--- src/rtl/lsu_pkg.sv ---
// Shared types, funct3 codes, response error codes and legality helpers for the
// load/store controller.
package lsu_pkg;

  typedef enum logic [1:0] {
    S_IDLE,
    S_REQ,
    S_WAIT,
    S_DONE
  } state_t;

  localparam logic [2:0] F3_B  = 3'b000;
  localparam logic [2:0] F3_H  = 3'b001;
  localparam logic [2:0] F3_W  = 3'b010;
  localparam logic [2:0] F3_BU = 3'b100;
  localparam logic [2:0] F3_HU = 3'b101;

  localparam logic [1:0] ERR_OK       = 2'b00;
  localparam logic [1:0] ERR_MISALIGN = 2'b01;
  localparam logic [1:0] ERR_ILLEGAL  = 2'b10;
  localparam logic [1:0] ERR_TIMEOUT  = 2'b11;

  // Unsigned load widths have no store counterpart.
  function automatic logic f3_legal(input logic store, input logic [2:0] f3);
    case (f3)
      F3_B, F3_H, F3_W: return 1'b1;
      F3_BU, F3_HU:     return !store;
      default:          return 1'b0;
    endcase
  endfunction

  // funct3[1:0] encodes access size for every legal code.
  function automatic logic f3_misaligned(input logic [2:0] f3, input logic [1:0] off);
    case (f3[1:0])
      2'b01:   return off[0];
      2'b10:   return off != 2'b00;
      default: return 1'b0;
    endcase
  endfunction

endpackage

--- src/rtl/lsu_align.sv ---
// Byte-lane steering for stores and lane extraction with sign/zero extension
// for loads; purely combinational.
module lsu_align
  import lsu_pkg::*;
(
  input  logic        store,
  input  logic [2:0]  funct3,
  input  logic [1:0]  off,
  input  logic [31:0] rs2,
  input  logic [31:0] rdata,
  output logic [3:0]  be,
  output logic [31:0] wdata,
  output logic [31:0] ldata
);

  logic [7:0]  lane_b;
  logic [15:0] lane_h;

  always_comb begin
    be    = '1;
    wdata = rs2;
    if (store) begin
      case (funct3[1:0])
        2'b00: begin
          be    = 4'b0001 << off;
          wdata = {4{rs2[7:0]}};
        end
        2'b01: begin
          be    = 4'b0011 << off;
          wdata = {2{rs2[15:0]}};
        end
        default: begin
          be    = '1;
          wdata = rs2;
        end
      endcase
    end
  end

  always_comb begin
    lane_b = rdata[{off, 3'b000} +: 8];
    lane_h = rdata[{off[1], 4'b0000} +: 16];
    case (funct3)
      F3_B:    ldata = {{24{lane_b[7]}}, lane_b};
      F3_H:    ldata = {{16{lane_h[15]}}, lane_h};
      F3_BU:   ldata = {24'h000000, lane_b};
      F3_HU:   ldata = {16'h0000, lane_h};
      default: ldata = rdata;
    endcase
  end

endmodule

--- src/rtl/lsu_ctrl.sv ---
// Load/store access controller: effective-address formation, legality checks,
// request/grant/response sequencing with timeout, single-cycle result pulse.
module lsu_ctrl
  import lsu_pkg::*;
#(
  parameter int unsigned TIMEOUT_CYCLES = 255
) (
  input  logic        clk,
  input  logic        rst_n,
  input  logic        req_valid,
  output logic        req_ready,
  input  logic        req_store,
  input  logic [2:0]  req_funct3,
  input  logic [11:0] req_imm,
  input  logic [31:0] req_base,
  input  logic [31:0] req_wdata,
  input  logic [4:0]  req_rd,
  output logic        mem_req,
  input  logic        mem_gnt,
  output logic        mem_we,
  output logic [31:0] mem_addr,
  output logic [3:0]  mem_be,
  output logic [31:0] mem_wdata,
  input  logic        mem_rvalid,
  input  logic [31:0] mem_rdata,
  output logic        rsp_valid,
  output logic [4:0]  rsp_rd,
  output logic [31:0] rsp_data,
  output logic [1:0]  rsp_err,
  output logic        busy
);

  localparam logic [15:0] CNT_LAST = 16'(TIMEOUT_CYCLES - 1);

  state_t      state;
  logic [15:0] cnt;
  logic [2:0]  f3_r;
  logic        store_r;
  logic [1:0]  off_r;
  logic [4:0]  rd_r;

  logic [31:0] ea;
  logic        idle;
  logic        cnt_last;
  logic        al_store;
  logic [2:0]  al_f3;
  logic [1:0]  al_off;
  logic [3:0]  al_be;
  logic [31:0] al_wdata;
  logic [31:0] al_ldata;

  assign ea        = req_base + {{20{req_imm[11]}}, req_imm};
  assign idle      = (state == S_IDLE);
  assign cnt_last  = (cnt == CNT_LAST);
  assign req_ready = idle;
  assign busy      = !idle;

  // One aligner serves both phases: live request fields steer store lanes at
  // acceptance, captured fields select the load lane while waiting.
  assign al_store = idle ? req_store     : store_r;
  assign al_f3    = idle ? req_funct3    : f3_r;
  assign al_off   = idle ? ea[1:0]       : off_r;

  lsu_align u_align (
    .store  (al_store),
    .funct3 (al_f3),
    .off    (al_off),
    .rs2    (req_wdata),
    .rdata  (mem_rdata),
    .be     (al_be),
    .wdata  (al_wdata),
    .ldata  (al_ldata)
  );

  always_ff @(posedge clk or negedge rst_n) begin
    if (!rst_n) begin
      state     <= S_IDLE;
      cnt       <= '0;
      f3_r      <= '0;
      store_r   <= 1'b0;
      off_r     <= '0;
      rd_r      <= '0;
      mem_req   <= 1'b0;
      mem_we    <= 1'b0;
      mem_addr  <= '0;
      mem_be    <= '0;
      mem_wdata <= '0;
      rsp_valid <= 1'b0;
      rsp_rd    <= '0;
      rsp_data  <= '0;
      rsp_err   <= ERR_OK;
    end else begin
      case (state)
        S_IDLE: begin
          if (req_valid) begin
            f3_r    <= req_funct3;
            store_r <= req_store;
            off_r   <= ea[1:0];
            rd_r    <= req_rd;
            cnt     <= '0;
            if (!f3_legal(req_store, req_funct3)) begin
              rsp_valid <= 1'b1;
              rsp_err   <= ERR_ILLEGAL;
              rsp_data  <= '0;
              rsp_rd    <= req_rd;
              state     <= S_DONE;
            end else if (f3_misaligned(req_funct3, ea[1:0])) begin
              rsp_valid <= 1'b1;
              rsp_err   <= ERR_MISALIGN;
              rsp_data  <= '0;
              rsp_rd    <= req_rd;
              state     <= S_DONE;
            end else begin
              mem_req   <= 1'b1;
              mem_we    <= req_store;
              mem_addr  <= {ea[31:2], 2'b00};
              mem_be    <= al_be;
              mem_wdata <= req_store ? al_wdata : '0;
              state     <= S_REQ;
            end
          end
        end
        S_REQ: begin
          // Timeout wins over a grant arriving on the final budgeted cycle.
          if (cnt_last) begin
            mem_req   <= 1'b0;
            rsp_valid <= 1'b1;
            rsp_err   <= ERR_TIMEOUT;
            rsp_data  <= '0;
            rsp_rd    <= rd_r;
            state     <= S_DONE;
          end else begin
            cnt <= cnt + 16'd1;
            if (mem_gnt) begin
              mem_req <= 1'b0;
              state   <= S_WAIT;
            end
          end
        end
        S_WAIT: begin
          if (mem_rvalid) begin
            rsp_valid <= 1'b1;
            rsp_err   <= ERR_OK;
            rsp_data  <= store_r ? '0 : al_ldata;
            rsp_rd    <= rd_r;
            state     <= S_DONE;
          end else if (cnt_last) begin
            rsp_valid <= 1'b1;
            rsp_err   <= ERR_TIMEOUT;
            rsp_data  <= '0;
            rsp_rd    <= rd_r;
            state     <= S_DONE;
          end else begin
            cnt <= cnt + 16'd1;
          end
        end
        S_DONE: begin
          rsp_valid <= 1'b0;
          state     <= S_IDLE;
        end
        default: state <= S_IDLE;
      endcase
    end
  end

endmodule
--- config.mk ---
export PLATFORM = sky130hd
export DESIGN_NAME = lsu_ctrl
export DESIGN_NICKNAME = d
export VERILOG_FILES = /design/src/rtl/lsu_pkg.sv /design/src/rtl/lsu_align.sv /design/src/rtl/lsu_ctrl.sv
export SDC_FILE = /design/constraint.sdc
export NUM_CORES = 1
export LEC_CHECK = 0
export ABC_AREA = 1
export BUFFER_PORTS_ARGS = -buffer_cell sky130_fd_sc_hd__buf_4
export CAP_MARGIN = 25
export CORE_ASPECT_RATIO = 0.8
export CORE_MARGIN = 2
export CORE_UTILIZATION = 60
export DETAILED_ROUTE_END_ITERATION = 10
export GPL_TIMING_DRIVEN = 0
export PLACE_DENSITY_LB_ADDON = 0.2
export SLEW_MARGIN = 5
export SYNTH_ARGS = -nofsm -noshare
export SYNTH_HDL_FRONTEND = slang
export SYNTH_HIERARCHICAL = 1
export SYNTH_SLANG_ARGS = --single-unit
--- constraint.sdc ---
create_clock -name clk -period 7.22 [get_ports clk]
set_input_delay 1.444 -clock clk [delete_from_list [all_inputs] [get_ports clk]]
set_output_delay 1.444 -clock clk [all_outputs]
set_load 0.005 [all_outputs]
Yosys cells after proc, flatten, opt, wreduce, memory -nomap -nowiden
Cells that the tools add are included.
{"block": "word_totals", "register_bits": 137, "elab_cells": 120, "in_bits": 122, "out_inout_bits": 112}
{"block": "classes", "bitwise": 1, "add_sub_neg": 2, "mux": 59, "reduce_logical": 18, "shift": 4, "eq_ne": 21}
{"operator": "$mux W32", "n": 8}
{"operator": "$pmux W32 S4", "n": 1}
{"operator": "$pmux W32 S3", "n": 1}
{"operator": "$pmux W32 S2", "n": 1}
{"operator": "$mux W16", "n": 3}
{"operator": "$pmux W16 S3", "n": 1}
{"operator": "$add A32 B32 Y32", "n": 1}
{"operator": "$shiftx A32 B6 Y16", "n": 1}
{"operator": "$shiftx A32 B6 Y8", "n": 1}
{"operator": "$mux W2", "n": 13}
{"operator": "$mux W5", "n": 5}
{"operator": "$add A16 B1 Y16 const B", "n": 1}
{"operator": "$eq A16 B8 Y1 const B", "n": 1}
{"operator": "$mux W1", "n": 16}
{"operator": "$pmux W5 S3", "n": 1}
{"operator": "$eq A3 B3 Y1 const B", "n": 4}
{"operator": "$reduce_and A3 Y1", "n": 3}
{"operator": "$pmux W2 S4", "n": 1}
{"operator": "$pmux W4 S2", "n": 1}
{"operator": "$eq A2 B1 Y1 const B", "n": 3}
{"operator": "$eq A2 B2 Y1 const B", "n": 3}
{"operator": "$eq A3 B1 Y1 const B", "n": 2}
{"operator": "$logic_not A3 Y1", "n": 2}
{"operator": "$ne A2 B2 Y1 const B", "n": 3}
{"operator": "other kinds (21)", "n": 28}

Depth between registers and ports, before layout
Gate-level depths: netlist (run 1).
{"block": "depth", "ltp_word": 12, "ltp_mapped": 16, "ltp_nobuf": 14}

Hierarchy
Netlist (run 1), hierarchy kept.
{"module": "lsu_ctrl", "cells_per_inst": 1234, "n_inst": 1, "area_per_inst_um2": 8851.0, "seq_area_each_um2": 3428.3}
{"module": "lsu_align", "cells_per_inst": 275, "n_inst": 1, "area_per_inst_um2": 1303.8, "seq_area_each_um2": 0.0}

Least setup slack after synthesis (run 1)
No wires, ideal clock.
{"block": "synth_timing", "kind": "input to register", "start": "in req_imm[0]", "end": "reg rsp_data[31]", "t_arrival_ns": 3.298, "required_ns": 7.137, "setup_slack_ns": 3.840, "path_stages": 12, "setup_time_ns": 0.083, "n_path_buf": 2, "path_cell_list": "ha_1 > fa_1 > inv_1 > o21ai_0 > buf_4 > nand2_1 > o21ai_1 > nand2_2 > buf_6 > nand3_1 > nand2_1 > o21ai_0"}
{"block": "synth_via", "elab_cells_between_ends": 15, "classes_between": "add/sub (1); eq/ne (1); shift (2); mux (9); reduce/logical (2)"}
{"element": "start, declared", "line": "lsu_ctrl.sv:14", "source": "input logic [11:0] req_imm,"}
{"element": "$add A32 B32 Y32 *", "line": "lsu_ctrl.sv:52", "source": "assign ea = req_base + {{20{req_imm[11]}}, req_imm};"}
{"element": "via ea[1]", "line": "lsu_ctrl.sv:42", "source": "logic [31:0] ea;"}
{"element": "$mux W2 *", "line": "lsu_ctrl.sv:62", "source": "assign al_off = idle ? ea[1:0] : off_r;"}
{"element": "via al_off[1]", "line": "lsu_ctrl.sv:47", "source": "logic [1:0] al_off;"}
{"element": "$shiftx A32 B6 Y16 / $shiftx A32 B6 Y8 (equally long branches)", "line": "lsu_align.sv:42, lsu_align.sv:41"}
{"element": "$pmux W32 S4 *", "line": "lsu_align.sv:43", "source": "case (funct3)"}
{"element": "via al_ldata[31]", "line": "lsu_ctrl.sv:50", "source": "logic [31:0] al_ldata;"}
{"element": "$mux W32 *", "line": "lsu_ctrl.sv:144", "source": "rsp_data <= store_r ? '0 : al_ldata;"}
{"element": "$mux W32 *", "line": "lsu_ctrl.sv:141", "source": "if (mem_rvalid) begin"}
{"element": "$pmux W32 S3 *", "line": "lsu_ctrl.sv:93", "source": "case (state)"}
{"element": "end signal, assigned", "line": "lsu_ctrl.sv:144"}
{"element": "end, declared", "line": "lsu_ctrl.sv:28", "source": "output logic [31:0] rsp_data,"}
Mark *: on every way through the listed nets, which the timed path passes. The rest lies on a longest branch. The select of a mux whose other input is x is not followed.
A chain may end at the register's enable or synchronous reset.

Final worst setup path (run 1)
{"block": "layout_timing", "start": "in req_imm[0]", "end": "reg rsp_data[6]"}
The elaborated chain is that of the path after synthesis.

==> results_dict.tcl, run 1 <==
set metrics [dict create \
    nFillCells 1291 \
    syn_to_final_growth_pct 25.53 \
    synth_compound_area_share_pct 9.697 \
    seq_area_frac_synth_pct 33.76 \
    synth_flop_cell "dfrtp_1" \
    gp_congestion 0.9604 \
    yosysWarnings 6 \
    grt_pass1_wl_um 49550 \
    worst_pin_slew_ns 0.6661 \
    grt_pass1_vias 10060 \
    synth-simple-area-share_pct 38.80 \
    antenna_left 0 \
    synthDistinctLibCells 40 \
    setup_viol_count_final 0 \
    hpwl_um 23990 \
    ioPinCount 234 \
    fin_util_pct 77.01 \
    cap_violations 0 \
    critPathLaunch "req_imm[0]" \
    cts.clk_slew.worst_paths_ns 0.06 \
    wl_per_cell_um 15.68 \
    synth-seq-cells 137 \
    cts_buffers 17 \
    synth_top_family_by_area "simple AND/OR/NAND/NOR gates" \
    synth_edf_count 0 \
    vdd_drop_max_mv 0.1904 \
    htree_num_levels 4 \
    n_antenna_cell 0 \
    crit_fanout 10 \
    crit_path_cell_trace "buf_4 -> ha_1 -> fa_1 -> inv_1 -> o21ai_0 -> buf_4 -> buf_2 -> nor2_1 -> o21bai_1 -> nand2_1 -> inv_1 -> nand2_1 -> o21ai_2" \
    die-area_um2 17990 \
    p_leak_nw 7.192 \
    status "finished, final reports clean" \
    pwr_density_cell_nw_per_um2 368.7 \
    yosys.area_share.xor_xnor_pct 1.811 \
    fin_skew_ns 0.01064 \
    synth_top_area_share_pct 33.76 \
    crit_slowest_cell "fa_1" \
    period_minus_slack_ns 3.491 \
    worstSkewPairLatency_ns 0.44 \
    cts_setup_buffers 0 \
    fmax_mhz 286.4 \
    ctsResizeCount 0 \
    drive_gt1_share_pct 24.37 \
    syn_inst 1509 \
    clockBufferDepth 2 \
    synth_area_leaders "dfrtp_1 34%, nand2_1 22%, nand3_1 6.9%" \
    num_vias 10770 \
    netlist_area_um2 10150 \
    core_region_area_um2 16550 \
    synth_commonest_cells "600 x nand2_1, 172 x inv_1, 140 x nand3_1" \
    track_usage_pct 34.82 \
    crit_path_end_kind "flop" \
    avgSynthCellArea_um2 6.729 \
    fin_nets 1923 \
    die_y_um 120.4 \
    drc 0 \
    crit_buf_inv 5 \
    viasPerCell 5.403 \
    antenna_found_initial 0 \
    drtPass1Iterations 8 \
    finalSetupTns_ns 0 \
    drt_first_iter_violations 909 \
    hold_buffers 0 \
    hold_class "reg2reg" \
    worst_setup_path_start_kind "input pin" \
    rows 42 \
    finalMaxSlewViolations 0 \
    io_buffers 230 \
    postRouteWirelength_um 31260 \
    numClockSinks 137 \
    crit_type "in2reg" \
    synth.most_common_cell "nand2_1" \
    rsz0062_at_grt "false" \
    min_from "mem_be[1]" \
    grt_max_degree 71 \
    critPathRequiredTime_ns 7.58 \
    regToRegStartpoint "state[0]" \
    relSlewSlack_pct 55.59 \
    ff2ff_setup_slack_ns 4.21 \
    netlist.top_cell.by_area "dfrtp_1" \
    cts_tree "built" \
    root_buffer "clkbuf_16" \
    overflow 0 \
    die_w_um 149.5 \
    hold_viol 0 \
    cpPeakStageDelay_ns 0.56 \
    synth_mux_area_share_pct 0 \
    synthAdderAreaFrac_pct 5.126 \
    min_period_over_period_pct 48.36 \
    worst_ep_arrival_time_ns 3.85 \
    ys_async_sr_fraction_pct 100.0 \
    initial_core_util_pct 61.35 \
    crit_family "adder cells" \
]
[area by class of cell]
| class | instances | area [um2] | share of cell area, % |
|---|---|---|---|
| well taps | 220 | 275.3 | 2.159 |
| clock inverters | 15 | 130.1 | 1.021 |
| inverters | 185 | 699.4 | 5.487 |
| repair buffers | 231 | 1758 | 13.79 |
| plain buffers | 59 | 394.1 | 3.092 |
| flip-flops and latches | 137 | 3428 | 26.89 |
| multi-input cells | 1129 | 5637 | 44.22 |
| clock buffers | 17 | 425.4 | 3.337 |
[kinds of logic (layout without fill, tap and decap cells)]
| logic type | after synthesis | count (layout) |
|---|---|---|
| other | 1 | 2 |
| xor gates and xnor gates | 21 | 21 |
| and+or+nand+nor | 902 | 902 |
| AOI/OAI and AO/OA | 163 | 163 |
| buffers and inverters | 244 | 507 |
| adders and majority gates | 41 | 41 |
| DFF | 137 | 137 |
[state kept, by name, indices dropped and copies added, names as in the netlist]
register   count
cnt           16
f3_r           3
mem_addr      30
mem_be         4
mem_req        1
mem_wdata     32
mem_we         1
off_r          2
rd_r           5
rsp_data      32
rsp_err        2
rsp_rd         5
rsp_valid      1
state          2
store_r        1
[cells in the final DEF, fill, tap and decap left out, types with 3 or more instances in the layout]
cell	count
a21oi_1	39
buf_2	21
buf_4	242
buf_6	14
clkbuf_1	11
clkbuf_16	17
dfrtp_1	137
ha_1	40
inv_1	172
inv_2	12
inv_6	9
nand2_1	600
nand2_2	36
nand2_4	8
nand3_1	140
nand3_2	13
nand3b_1	4
nand4_1	6
nor2_1	74
nor2_4	3
nor3_1	7
o21ai_0	54
o21ai_1	22
o21ai_2	40
o21bai_1	4
xnor2_1	14
xor2_1	7
[final timing paths]
kind / cells after the start / to
setup / recovery: 13 / rsp_data[6]
hold / removal: 2 / mem_be[1]
setup reg to reg: 11 / rsp_data[10]
hold reg to reg: 2 / mem_be[1]
max in group asynchronous: 2 / mem_addr[23]
min in group asynchronous: 1 / cnt[6]
[worst register-to-register path, stage by stage (launching register included)]
cell and delay, ns:
dfrtp_1 0.42, inv_1 0.12, ha_1 0.37, inv_2 0.12, clkbuf_1 0.23, o21ai_0 0.47
inv_1 0.19, o21ai_1 0.53, nand2_1 0.16, nand3_2 0.10, nand2_1 0.07, o21ai_2 0.16
[routing by layer]
layer,GRT usage [%],vias to the layer above,part of all wire (%)
met2,55.10,538,45
met5,0,-,0
met4,11.31,0,2.5
li1,-,5228,-
met1,47.12,4933,42
met3,8.566,69,11
[report_power, final]
group / internal, mW / total (mW) / switching [mW]
clock network: 0.452 / 0.841 / 0.389
registers: 1.04 / 1.24 / 0.194
logic: 0.999 / 2.62 / 1.62
total: 2.50 / 4.70 / 2.20
[per-stage QoR]
stage | total power, mW | setup WS [ns] | instances | cell area (um2) | hold WS (ns)
global route | 5.007 | 3.554 | 1993 | 12750 | 0.4964
finish | 4.700 | 3.729 | 1993 | 12750 | 0.4755
floorplan | 2.860 | 3.840 | 1510 | 10160 | 0.4530
detailed placement | 3.790 | 3.349 | 1961 | 12190 | 0.4605
global placement | 3.714 | 3.433 | 1960 | 12160 | 0.4565
CTS | 4.659 | 3.762 | 1993 | 12750 | 0.4766
No activity file was read; power rests on OpenSTA's default activity.
==> run 2, diff against run 1 <==
--- a/config.mk
+++ b/config.mk
@@ -10,7 +10,7 @@
 export CAP_MARGIN = 25
 export CORE_ASPECT_RATIO = 0.8
 export CORE_MARGIN = 2
-export CORE_UTILIZATION = 60
+export CORE_UTILIZATION = 50
 export DETAILED_ROUTE_END_ITERATION = 10
 export GPL_TIMING_DRIVEN = 0
 export PLACE_DENSITY_LB_ADDON = 0.2
==> constraint.sdc (replaced) <==
create_clock -name clk -period 3.19 [get_ports clk]
set_input_delay 0.638 -clock clk [delete_from_list [all_inputs] [get_ports clk]]
set_output_delay 0.638 -clock clk [all_outputs]
set_load 0.005 [all_outputs]
==> run 2 against run 1 <==
- wire length down 0.74%
- highest routed layer unchanged
- critical path depth up 1
- setup slack worse by 3.3 ns
- sequential cell count did not move
- clock power rose to 2.5 times the previous value
- non-clock buffer count stayed put
- sequential share of layout area fell by 0.26 points
- die area up 19%
- global-route usage decreased by 5.6 points
- sequential power is 130% higher
- via count is 2.7% lower
==> results_dict.tcl, run 2 (same netlist as run 1, synthesis figures left out) <==
set metrics [dict create \
    hold_viol 0 \
    worstSkewPairLatency_ns 0.43 \
    rsz0062_at_grt "false" \
    layout_commonest_cell "nand2_1" \
    setup_viol_count_final 0 \
    crit_end "rsp_data[8]" \
    viasPerCell 5.146 \
    r2r-end "rsp_data[8]" \
    fin_nets 1923 \
    critPathRequiredTime_ns 3.55 \
    critPathLaunch "state[0]" \
    rows 46 \
    track_usage_pct 29.26 \
    core_region_area_um2 19860 \
    overflow 0 \
    ioPinCount 234 \
    cts_setup_buffers 0 \
    htree_num_levels 4 \
    reg2regPathDepth 14 \
    cts_buffers 17 \
    grt_pass1_vias 9739 \
    min_period_over_period_pct 87.78 \
    drt_first_iter_violations 1058 \
    cap_violations 0 \
    fmax_mhz 357.1 \
    vdd_drop_max_mv 0.4691 \
    io_buffers 230 \
    period_minus_slack_ns 2.800 \
    worst_ep_arrival_time_ns 3.16 \
    cts.clk_slew.worst_paths_ns 0.07 \
    hold_slack_ns 0.2077 \
    worst_setup_path_start_kind "flop" \
    finalMaxSlewViolations 0 \
    numClockSinks 137 \
    antenna_left 0 \
    status "finished, final reports clean" \
    drtPass1Iterations 5 \
    grt_pass1_wl_um 50070 \
    finalSetupTns_ns 0 \
    pwr_density_cell_nw_per_um2 837.9 \
    num_vias 10480 \
    postRouteWirelength_um 31030 \
    wl_per_cell_um 15.23 \
    die_w_um 163.3 \
    grt_max_degree 72 \
    drc 0 \
    ff2ff_setup_slack_ns 0.39 \
    die_y_um 131.5 \
    p_leak_nw 7.218 \
    crit_fanout 10 \
    initial_core_util_pct 51.14 \
    antenna_found_initial 0 \
    cts_tree "built" \
    relSlewSlack_pct 56.74 \
    reg_top3 "mem_wdata: 32 flops, rsp_data: 32 flops, mem_addr: 30 flops" \
    fin_skew_ns 0.01922 \
    crit_type "reg2reg" \
    layout_common_cells "600 x nand2_1, 242 x buf_4, 172 x inv_1" \
    drive_gt1_share_pct 24.37 \
    hpwl_um 24220 \
    n_antenna_cell 0 \
    final_area_um2 12870 \
    die-area_um2 21470 \
    hold_class "in2async" \
    root_buffer "clkbuf_16" \
    worst_pin_slew_ns 0.6489 \
    syn_to_final_growth_pct 26.75 \
    regToRegStartpoint "state[0]" \
    crit_path_end_kind "flop" \
    clockBufferDepth 2 \
    gp_congestion 0.9230 \
    post_dp_cell_area_um2 12250 \
]
run 2: changes by cell type in the layout (fill, tap and decap cells not counted), sizes merged:
| cell | delta |
|---|---|
| bufinv | +3 |
| clkbuf | +1 |
| clkinv | -2 |
| clkinvlp | +1 |
| inv | -3 |
run 2: worst min-delay path by stage:
stage	from	endpoint	slack, ns
2_1_floorplan	rst_n	cnt[0]	0.34
3_3_place_gp	mem_be[2]	mem_be[2]	0.46
3_5_place_dp	mem_addr[21]	mem_addr[21]	0.47
4_1_cts	rst_n	cnt[4]	0.23
5_1_grt	rst_n	cnt[4]	0.26
6_report	rst_n	cnt[4]	0.21
run 2: layer usage:
| metal | global-route usage (%) | part of all wire [%] | up-vias |
|---|---|---|---|
| li1 | - | - | 5221 |
| met1 | 42.70 | 46 | 4786 |
| met2 | 44.09 | 44 | 436 |
| met3 | 6.345 | 9.0 | 39 |
| met4 | 7.129 | 1.6 | 0 |
| met5 | 0 | 0 | - |
run 2: timing repair:
item,in CTS,in global routing
hold buffers,0,0
setup endpoints to repair,0,2
gates resized for setup,0,1
run 2: power breakdown:
| group | leakage [nW] | total, mW | internal (mW) | switching, mW |
|---|---|---|---|---|
| clock network | 0.297 | 2.14 | 1.27 | 0.870 |
| registers | 1.80 | 2.81 | 2.36 | 0.450 |
| logic | 5.13 | 5.83 | 2.26 | 3.57 |
| total | 7.22 | 10.8 | 5.89 | 4.89 |
run 2: cell type report:
type	instances	area, um2
clock buffer	18	439.2
multi-input combinational	1129	5637
inverter	185	699.4
tap	264	330.3
buffer	59	394.1
clock inverter	14	185.2
sequential	137	3428
timing repair buffer	231	1758
fill	1806	6985
run 2: stage by stage:
stage          setup WS, ns  power (mW)  instances  util [%]
2_1_floorplan        0.6158       6.473       1510         -
4_1_cts              0.3359       10.75       2037     64.82
5_1_grt             0.07260       11.58       2037     64.82
6_report             0.3899       10.78       2037     64.82
3_3_place_gp         0.2433       8.450       2004     61.52
3_5_place_dp         0.2471       8.560       2005     61.68
run 2: worst max-delay path, stage by stage, from the launching register on:
cell and delay [ns]:
dfrtp_1 0.41, inv_1 0.11, ha_1 0.35, inv_2 0.12, clkbuf_1 0.23, o21ai_0 0.43, inv_2 0.20, nand2_1 0.11
nand3_1 0.06, nand2_1 0.09, nand2_2 0.11, buf_6 0.16, nand3_1 0.10, nand2_1 0.08, o21ai_2 0.15
==> run 3, diff against run 2 <==
--- a/config.mk
+++ b/config.mk
@@ -12,7 +12,7 @@
 export CORE_MARGIN = 2
 export CORE_UTILIZATION = 50
 export DETAILED_ROUTE_END_ITERATION = 10
-export GPL_TIMING_DRIVEN = 0
+export GPL_TIMING_DRIVEN = 1
 export PLACE_DENSITY_LB_ADDON = 0.2
 export SLEW_MARGIN = 5
 export SYNTH_ARGS = -nofsm -noshare
==> run 3 against run 2 <==
- utilization decreased by 1.4 points
- critical path depth decreased by 1
- register-to-register slack about the same
- sequential power about the same
- wire length decreased by 4.9%
- combinational power decreased by 6.3%
- die area unchanged
- largest cell class unchanged
- highest routed layer unchanged
==> results_dict.tcl, run 3 (same netlist as run 1, synthesis figures left out) <==
set metrics [dict create \
    top_usage_layer "met1" \
    rsz0062_at_grt "false" \
    cpMostUsedCell "nand2_1" \
    reg2regPathDepth 13 \
    syn_to_final_growth_pct 24.03 \
    post_dp_cell_area_um2 12000 \
    io_buffers 231 \
    p_sw_share_pct 45.82 \
    numClockSinks 137 \
    crit_fanout 17 \
    postRouteWirelength_um 29490 \
    grt_pass1_vias 9321 \
    drtPass1Iterations 7 \
    grt_max_degree 83 \
    crit_path_cell_trace "inv_1 -> ha_1 -> inv_2 -> o21ai_0 -> inv_2 -> nand2_1 -> nand3_1 -> nand2_1 -> nand2_2 -> buf_12 -> nand3_1 -> nand2_1 -> o21ai_2" \
    worstSkewPairLatency_ns 0.43 \
    reg_top3 "mem_wdata: 32 flops, rsp_data: 32 flops, mem_addr: 30 flops" \
    die-area_um2 21470 \
    initial_core_util_pct 51.14 \
    n_antenna_cell 0 \
    min_period_over_period_pct 88.15 \
    status "finished, final reports clean" \
    num_vias 10290 \
    power_frac_seq_pct 27.4 \
    cts.clk_slew.worst_paths_ns 0.06 \
    cts_setup_buffers 0 \
    cts_buffers 17 \
    ff2ff_setup_slack_ns 0.38 \
    crit_buf_inv 4 \
    gr-usage-met2_pct 40.58 \
    hold_viol 0 \
    fmax_mhz 355.6 \
    detailedPlace.worstSlack_ns 0.3093 \
    cap_violations 0 \
    hpwl_um 22500 \
    core_region_area_um2 19860 \
    finalPower_mw 10.29 \
    antenna_found_initial 0 \
    htree_num_levels 4 \
    layout_setup_ws_ns 0.3780 \
    worst_setup_path_start_kind "flop" \
    relSlewSlack_pct 54.82 \
    pwr-share-clk_pct 19.5 \
    fin_skew_ns 0.01088 \
    p_switching_mw 4.714 \
    crit_type "reg2reg" \
    cts_tree "built" \
    gp_congestion 0.9498 \
    ctsResizeCount 0 \
    drc 0 \
    hold_buffers 0 \
    fin_nets 1882 \
    root_buffer "clkbuf_16" \
    pwr_density_cell_nw_per_um2 816.9 \
    wl_per_cell_um 14.78 \
    antenna_left 0 \
    viasPerCell 5.156 \
    vdd_drop_max_mv 0.4772 \
    intPower_mw 5.575 \
    track_usage_pct 27.58 \
    grt_pass1_wl_um 47620 \
    layout_common_cells "600 x nand2_1, 246 x buf_4, 172 x inv_1" \
    die_y_um 131.5 \
    gr-usage-met3_pct 5.682 \
    die_w_um 163.3 \
    rows 46 \
    drive_gt1_share_pct 23.38 \
    overflow 0 \
    hold_class "in2async" \
    layout_commonest_cell "nand2_1" \
    setup_viol_count_final 0 \
    critPathRequiredTime_ns 3.53 \
    crit_path_end_kind "flop" \
    p_leak_nw 7.053 \
    cpPeakStageDelay_ns 0.43 \
    drt_first_iter_violations 842 \
    worst_pin_slew_ns 0.6777 \
    crit_slowest_cell "o21ai_0" \
    ioPinCount 234 \
    clockBufferDepth 2 \
    final_area_um2 12590 \
    worst_ep_arrival_time_ns 3.15 \
    finalMaxSlewViolations 0 \
    combinationalPowerShare_pct 53.0 \
    critical_path_depth 13 \
    use_met1_pct 41.04 \
    period_minus_slack_ns 2.812 \
    crit_family "buffers and inverters" \
    finalSetupTns_ns 0 \
]
## run 3: cell count changes in the layout (fill, tap and decap cells not counted), moves of 2 or more
| cell | before | now |
|---|---|---|
| buf_4 | 242 | 246 |
| buf_2 | 21 | 0 |
| clkinvlp_4 | 3 | 6 |
| buf_12 | 0 | 2 |
| buf_6 | 14 | 1 |
| clkbuf_1 | 11 | 1 |
| o21ai_2 | 40 | 42 |
| inv_6 | 7 | 5 |
## run 3: path summary, 6_finish.rpt
| check | endpoint | startpoint |
|---|---|---|
| min in group clk | mem_wdata[5] | req_wdata[5] |
| setup / recovery | rsp_data[30] | state[0] |
| hold / removal | mem_addr[11] | rst_n |
| setup reg to reg | rsp_data[30] | state[0] |
| max in group asynchronous | mem_addr[26] | rst_n |
| hold reg to reg | mem_be[3] | mem_be[3] |
## run 3: stage by stage
step                utilization (%)  instances  hold WS (ns)
floorplan                         -       1510        0.3424
global placement              60.45       1964        0.4569
detailed placement            60.45       1964        0.4596
CTS                           63.43       1996        0.2463
global route                  63.43       1996        0.2842
finish                        63.43       1996        0.2137
## run 3: worst reg2reg max path, delay by kind of cell (launching register included)
family                   cells  cell delay, ns
AO/OA/AOI/OAI                2            0.59
adder cells (fa/ha/maj)      1            0.35
buffers and inverters        4            0.75
flip-flops                   1            0.41
AND/OR/NAND/NOR              6            0.64
## run 3: power by group through the flow
| stage | registers, mW | clock network, mW | logic (mW) |
|---|---|---|---|
| after floorplan | 2.77 | 0 | 3.70 |
| after global placement | 2.83 | 0 | 5.31 |
| after detailed placement | 2.82 | 0 | 5.41 |
| after CTS | 2.82 | 2.04 | 5.42 |
| after global routing | 2.89 | 2.12 | 6.06 |
| final | 2.82 | 2.01 | 5.46 |
## run 3: area by class of cell
cell class,count,area [um2]
well taps,264,330.3
clock inverters,14,162.7
multi-input cells,1129,5647
inverters,185,699.4
clock buffers,18,429.2
flip-flops and latches,137,3428
fillers,1871,7262
repair buffers,249,1898
## run 3: metal layers
metal | part of all wire (%) | routed length, um
met1 | 48 | 14080
met2 | 42 | 12350
met3 | 8.4 | 2482
met4 | 1.9 | 573
met5 | 0 | 0
